===== config.mk =====
export PLATFORM = sky130hd
export DESIGN_NAME = t05_codebook_walker
export DESIGN_NICKNAME = d
export VERILOG_FILES = /design/src/rtl/t05_codebook_walker.sv
export SDC_FILE = /design/constraint.sdc
export NUM_CORES = 2
export LEC_CHECK = 0
export ABC_AREA = 1
export BUFFER_PORTS_ARGS = -buffer_cell sky130_fd_sc_hd__buf_2
export CAP_MARGIN = 15
export CORE_UTILIZATION = 35
export DETAILED_ROUTE_END_ITERATION = 7
export PLACE_DENSITY = 0.52
export SLEW_MARGIN = 20
export SYNTH_ARGS = -nofsm -noshare
export SYNTH_HDL_FRONTEND = slang
export SYNTH_SLANG_ARGS = --single-unit

===== constraint.sdc =====
create_clock -name clk -period 59.8 [get_ports clk]
set_input_delay 2.99 -clock clk [delete_from_list [all_inputs] [get_ports clk]]
set_output_delay 2.99 -clock clk [all_outputs]
set_load 0.01 [all_outputs]

===== src/rtl/t05_codebook_walker.sv =====
// rtl/t05_codebook_walker.sv - depth-first Huffman codebook walker with explicit backtrack stack
module t05_codebook_walker #(
    parameter int IDX_W     = 7,
    parameter int CHAR_W    = 8,
    parameter int SUM_W     = 46,
    parameter int MAX_DEPTH = 128,
    parameter int LEN_W     = $clog2(MAX_DEPTH + 1),
    parameter int ENTRY_W   = IDX_W + 2 * (CHAR_W + 1) + SUM_W
) (
    input  logic                 clk,
    input  logic                 rst,
    input  logic                 start,
    input  logic [IDX_W-1:0]     max_index,
    output logic                 mem_req,
    output logic [IDX_W-1:0]     mem_addr,
    input  logic                 mem_valid,
    input  logic [ENTRY_W-1:0]   node_data,
    output logic                 code_valid,
    input  logic                 code_ready,
    output logic [CHAR_W-1:0]    code_char,
    output logic [MAX_DEPTH-1:0] code_bits,
    output logic [LEN_W-1:0]     code_len,
    output logic                 busy,
    output logic                 done,
    output logic                 err
);
    localparam int CF_W  = CHAR_W + 1;
    localparam int SP_W  = (MAX_DEPTH > 1) ? $clog2(MAX_DEPTH) : 1;
    localparam int CMP_W = (CHAR_W > IDX_W) ? CHAR_W : IDX_W;
    localparam logic [CF_W-1:0] NULL_CHILD = {2'b11, {(CHAR_W-1){1'b0}}};

    typedef enum logic [2:0] {
        IDLE, FETCH, WAIT, NODE, CHILD, EMIT, BACK, DONE
    } state_t;

    state_t               state, state_nx;
    logic [IDX_W-1:0]     max_lat;
    logic [IDX_W-1:0]     cur;
    logic [LEN_W-1:0]     depth;
    logic [MAX_DEPTH-1:0] path;
    logic [MAX_DEPTH-1:0] stk_side;
    logic [CF_W-1:0]      stk_right [MAX_DEPTH];
    logic [CF_W-1:0]      ent_left;
    logic [CF_W-1:0]      ent_right;
    logic [CF_W-1:0]      child;
    logic                 err_r;

    logic [SP_W-1:0]      dep_sp;
    logic [SP_W-1:0]      top_sp;
    logic                 at_max;
    logic                 child_node;
    logic                 child_bad;
    logic                 top_open;
    logic                 unused_fields;

    assign dep_sp     = depth[SP_W-1:0];
    assign top_sp     = dep_sp - 1'b1;
    assign at_max     = (depth == LEN_W'(MAX_DEPTH));
    assign child_node = child[CHAR_W];
    assign child_bad  = CMP_W'(child[CHAR_W-1:0]) > CMP_W'(max_lat);
    // A null right sibling (single-leaf tree) is treated as already visited.
    assign top_open   = !stk_side[top_sp] && (stk_right[top_sp] != NULL_CHILD);

    assign unused_fields = ^{node_data[ENTRY_W-1:ENTRY_W-IDX_W], node_data[SUM_W-1:0]};

    always_ff @(posedge clk or posedge rst) begin
        if (rst) begin
            state <= IDLE;
        end else begin
            state <= state_nx;
        end
    end

    always_comb begin
        state_nx   = state;
        mem_req    = 1'b0;
        code_valid = 1'b0;
        busy       = 1'b0;
        done       = 1'b0;
        case (state)
            IDLE:  if (start) state_nx = FETCH;
            FETCH: begin
                mem_req  = 1'b1;
                busy     = 1'b1;
                state_nx = WAIT;
            end
            WAIT: begin
                busy = 1'b1;
                if (mem_valid) state_nx = NODE;
            end
            NODE: begin
                busy     = 1'b1;
                state_nx = at_max ? DONE : CHILD;
            end
            CHILD: begin
                busy = 1'b1;
                if (!child_node)    state_nx = EMIT;
                else if (child_bad) state_nx = DONE;
                else                state_nx = FETCH;
            end
            EMIT: begin
                busy       = 1'b1;
                code_valid = 1'b1;
                if (code_ready) state_nx = BACK;
            end
            BACK: begin
                busy = 1'b1;
                if (depth == '0)   state_nx = DONE;
                else if (top_open) state_nx = CHILD;
            end
            DONE: begin
                done     = 1'b1;
                state_nx = IDLE;
            end
            default: state_nx = IDLE;
        endcase
    end

    always_ff @(posedge clk or posedge rst) begin
        if (rst) begin
            max_lat   <= '0;
            cur       <= '0;
            depth     <= '0;
            path      <= '0;
            stk_side  <= '0;
            ent_left  <= '0;
            ent_right <= '0;
            child     <= '0;
            err_r     <= 1'b0;
            for (int i = 0; i < MAX_DEPTH; i++) stk_right[i] <= '0;
        end else begin
            case (state)
                IDLE: if (start) begin
                    max_lat <= max_index;
                    cur     <= max_index;
                    depth   <= '0;
                    path    <= '0;
                    err_r   <= 1'b0;
                end
                WAIT: if (mem_valid) begin
                    ent_left  <= node_data[SUM_W + 2*CF_W - 1 : SUM_W + CF_W];
                    ent_right <= node_data[SUM_W + CF_W - 1 : SUM_W];
                end
                NODE: if (at_max) begin
                    err_r <= 1'b1;
                end else begin
                    stk_right[dep_sp] <= ent_right;
                    stk_side[dep_sp]  <= 1'b0;
                    path[dep_sp]      <= 1'b0;
                    depth             <= depth + 1'b1;
                    child             <= ent_left;
                end
                CHILD: if (child_node) begin
                    if (child_bad) err_r <= 1'b1;
                    else           cur   <= child[IDX_W-1:0];
                end
                BACK: if (depth != '0) begin
                    if (top_open) begin
                        stk_side[top_sp] <= 1'b1;
                        path[top_sp]     <= 1'b1;
                        child            <= stk_right[top_sp];
                    end else begin
                        path[top_sp] <= 1'b0;
                        depth        <= depth - 1'b1;
                    end
                end
                default: ;
            endcase
        end
    end

    assign mem_addr  = cur;
    assign code_char = child[CHAR_W-1:0];
    assign code_bits = path;
    assign code_len  = depth;
    assign err       = err_r;

endmodule


==> reports/qor.txt <==
HP Class = register to register
cell depth of the worst hold path = 2
Final min period = 8820 ps
Rows = 167
worst path bufs/invs = 5
crit end category = register
Worst Setup Slack post-DPL = 50710 ps
Yosys top cell area share = 0.497
GP Congestion = 0.882
clock skew = 44.3 ps
leakage power total = 39.5 nW
gr ovfl total = 0
first-pass GRT wire length = 411000 um
hold_ws = 475 ps
Async SR Flop Fraction = 1.00
fin crit share = 0.148
die area = 212000 um^2
critical path arrival = 9580 ps
CTS Hold Bufs = 0
initial DRC count = 7356
synthesized area = 73600 um^2
Area Overhead vs Synth = 10.9%
root buffer cell = clkbuf_16
insertion delay to the later sink of the worst-skew pair = 840 ps
CTS clk-pin slew, worst paths = 70 ps
# port buffers = 185
Total Neg Setup Slack = 0 ps
Worst setup SP type = register
Max IR drop VDD = 186 uV
largest cells by area after synthesis = dfrtp_1, nand2_1, o21ai_0
Yosys reg bits = 1461
Worst path most repeated cell = nand2_1
# IOs = 239
DP Cell Count = 12700
die height = 461 um
worst-path fanout max = 81
Worst path max stage delay = 930 ps
pwr dens = 47.3 nW/um^2
clk sinks = 1461
pin count of the biggest net entering global routing = 143
Slew Limit Headroom = 0.187
share of cells above drive strength 1 = 0.0602
cell taking the most area after synthesis = dfrtp_1
routed vias = 68100
cell depth of the worst setup path = 20
synth unique cells = 37
slack of the critical path = 50980 ps
drt drc = 0
Num CTS Buffers = 164
Cells after Synth = 10300
CTS tree = yes
H-tree levels = 4
clk buf depth = 3
drt via density = 5.23
CTS resizes = 0
Worst Setup Path Type = register to register
Synth Area per Inst = 7.12 um^2
initial antenna violation count = 4
first drt pass iteration count = 6
WL final = 275000 um
cell family with most CP delay = simple AND/OR/NAND/NOR gates
Syn Nets = 10400
Worst-Margin Slew = 1210 ps
DR WL/cell = 21.1 um
Routed Antenna Nets = 0
fin cells = 13000
Max Fclk = 113 MHz
Total GRT Usage = 0.256
Initial Utilization = 0.354
final hold viol count = 0
final setup vio count = 0
max_cap viols = 0
number of enable flip-flop cells after synthesis = 0
Slew Limit Fails = 0
RSZ-0062 raised after global routing = false
final net count = 10200
synth warn = 0
dominant synthesized flop cell = dfrtp_1
register area share after synthesis = 0.497
Die W = 461 um
vias in the first global route = 62800
CP max stage cell = buf_4
Worst Reg-to-Reg Cells = 20
CORE AREA = 208000 um^2
Req. time, crit path = 60560 ps
Filler Cells Inserted = 21900
Final HPWL DP = 168000 um
CP cell instances = inv_8, ha_4, inv_8, buf_4, nor2_4, buf_4, nand2_1, nand3_1, nand2_1, nand2_1, o21ai_1, nand4_1, nor2_1, nand3_1, nand3_2, nand2_4, nand2_4, buf_4, nand2_1, nand2_1
Post-CTS Setup Inserts = 0
outcome = complete, no violations
power breakdown:
group          internal (mW)  leakage [nW]  total, mW  switching, mW
clock                  0.604          2.71       1.04          0.434
combinational          0.286          16.6       1.73           1.45
sequential              1.05          20.2       1.09         0.0433
synthesized netlist by cell type, types with 9 or more instances:
| library cell | number |
|---|---|
| a21oi_1 | 247 |
| a31oi_1 | 9 |
| buf_1 | 38 |
| buf_2 | 188 |
| buf_4 | 18 |
| clkbuf_1 | 433 |
| dfrtp_1 | 1461 |
| ha_1 | 14 |
| inv_1 | 567 |
| inv_2 | 10 |
| mux2_2 | 10 |
| nand2_1 | 4516 |
| nand3_1 | 327 |
| nand4_1 | 13 |
| nor2_1 | 697 |
| nor3_1 | 28 |
| o21ai_0 | 1566 |
| o21ai_1 | 135 |
| o21bai_1 | 15 |
| or2_2 | 13 |
metal layers:
metal / vias to the layer above / track usage / share of wire
li1: 32100 / - / -
met5: - / 0 / 0
met2: 2775 / 0.382 / 0.43
met3: 452 / 0.0480 / 0.083
met1: 32800 / 0.371 / 0.46
met4: 0 / 0.0801 / 0.031
cells in the final DEF (no fill, tap or decap), types with 7 or more instances in the layout:
cell type	count
inv_2	7
o21bai_1	15
nand2_1	4511
dfrtp_1	1460
mux2_2	10
o21ai_0	1566
or2_2	13
clkbuf_16	170
nor2_1	694
nor3_1	28
nand4_1	13
buf_2	185
ha_1	13
nor2_4	7
a31oi_1	9
a21oi_1	247
clkinv_2	27
nand3_1	327
clkbuf_1	35
o21ai_1	135
inv_1	553
inv_4	12
clkbuf_8	47
buf_4	88
nand2_4	7
registers in the layout, summed over array words and instances (netlist names):
register   count
stk_right   1152
child          9
mem_addr       7
ent_left       9
stk_side     128
err            1
max_lat        7
code_len       8
state          3
code_bits    128
ent_right      9
logic make-up after synthesis:
| group | count (synthesis) | share of synthesized area |
|---|---|---|
| compound gates | 1985 | 0.136 |
| xor+xnor | 3 | 0.000612 |
| fa+ha+maj | 15 | 0.00265 |
| buf+inv | 1258 | 0.0683 |
| flops | 1461 | 0.497 |
| mux | 11 | 0.00167 |
| simple gates | 5610 | 0.294 |
stage by stage:
step / utilization / power [mW] / area, um^2
floorplan: - / 2.09 / 73600
global placement: 0.366 / 2.80 / 76100
detailed placement: 0.366 / 2.81 / 76100
CTS: 0.392 / 3.85 / 81600
global route: 0.392 / 4.01 / 81600
finish: 0.392 / 3.86 / 81600
final timing paths:
path / start / to / slack [ps]
min in group asynchronous: rst / stk_side[24] / 2260
max in group asynchronous: rst / stk_right[450] / 52100
hold / removal: stk_side[75] / stk_side[75] / 480
hold reg to reg: stk_side[75] / stk_side[75] / 480
setup reg to reg: code_len[0] / stk_side[95] / 50980
setup / recovery: code_len[0] / stk_side[95] / 50980
worst register-to-register path: stages (launching register included):
cell and delay [ps]:
dfrtp_4 690, inv_8 560, ha_4 530, inv_8 510, buf_4 760, nor2_4 410, buf_4 400, nand2_1 150
nand3_1 100, nand2_1 80, nand2_1 180, o21ai_1 590, nand4_1 580, nor2_1 260, nand3_1 180, nand3_2 150
nand2_4 460, nand2_4 910, buf_4 960, nand2_1 180, nand2_1 110
area by class of cell:
class / instances / area [um^2] / area share
flip-flops and latches: 1461 / 36600 / 0.448
multi-input cells: 7624 / 32100 / 0.393
clock buffers: 252 / 5030 / 0.0617
well taps: 2788 / 3490 / 0.0427
inverters: 581 / 2240 / 0.0274
repair buffers: 282 / 1740 / 0.0213
clock inverters: 44 / 452 / 0.00553
diodes: 2 / 5.00 / 0.0000613
(Power assumes the default switching activity.)
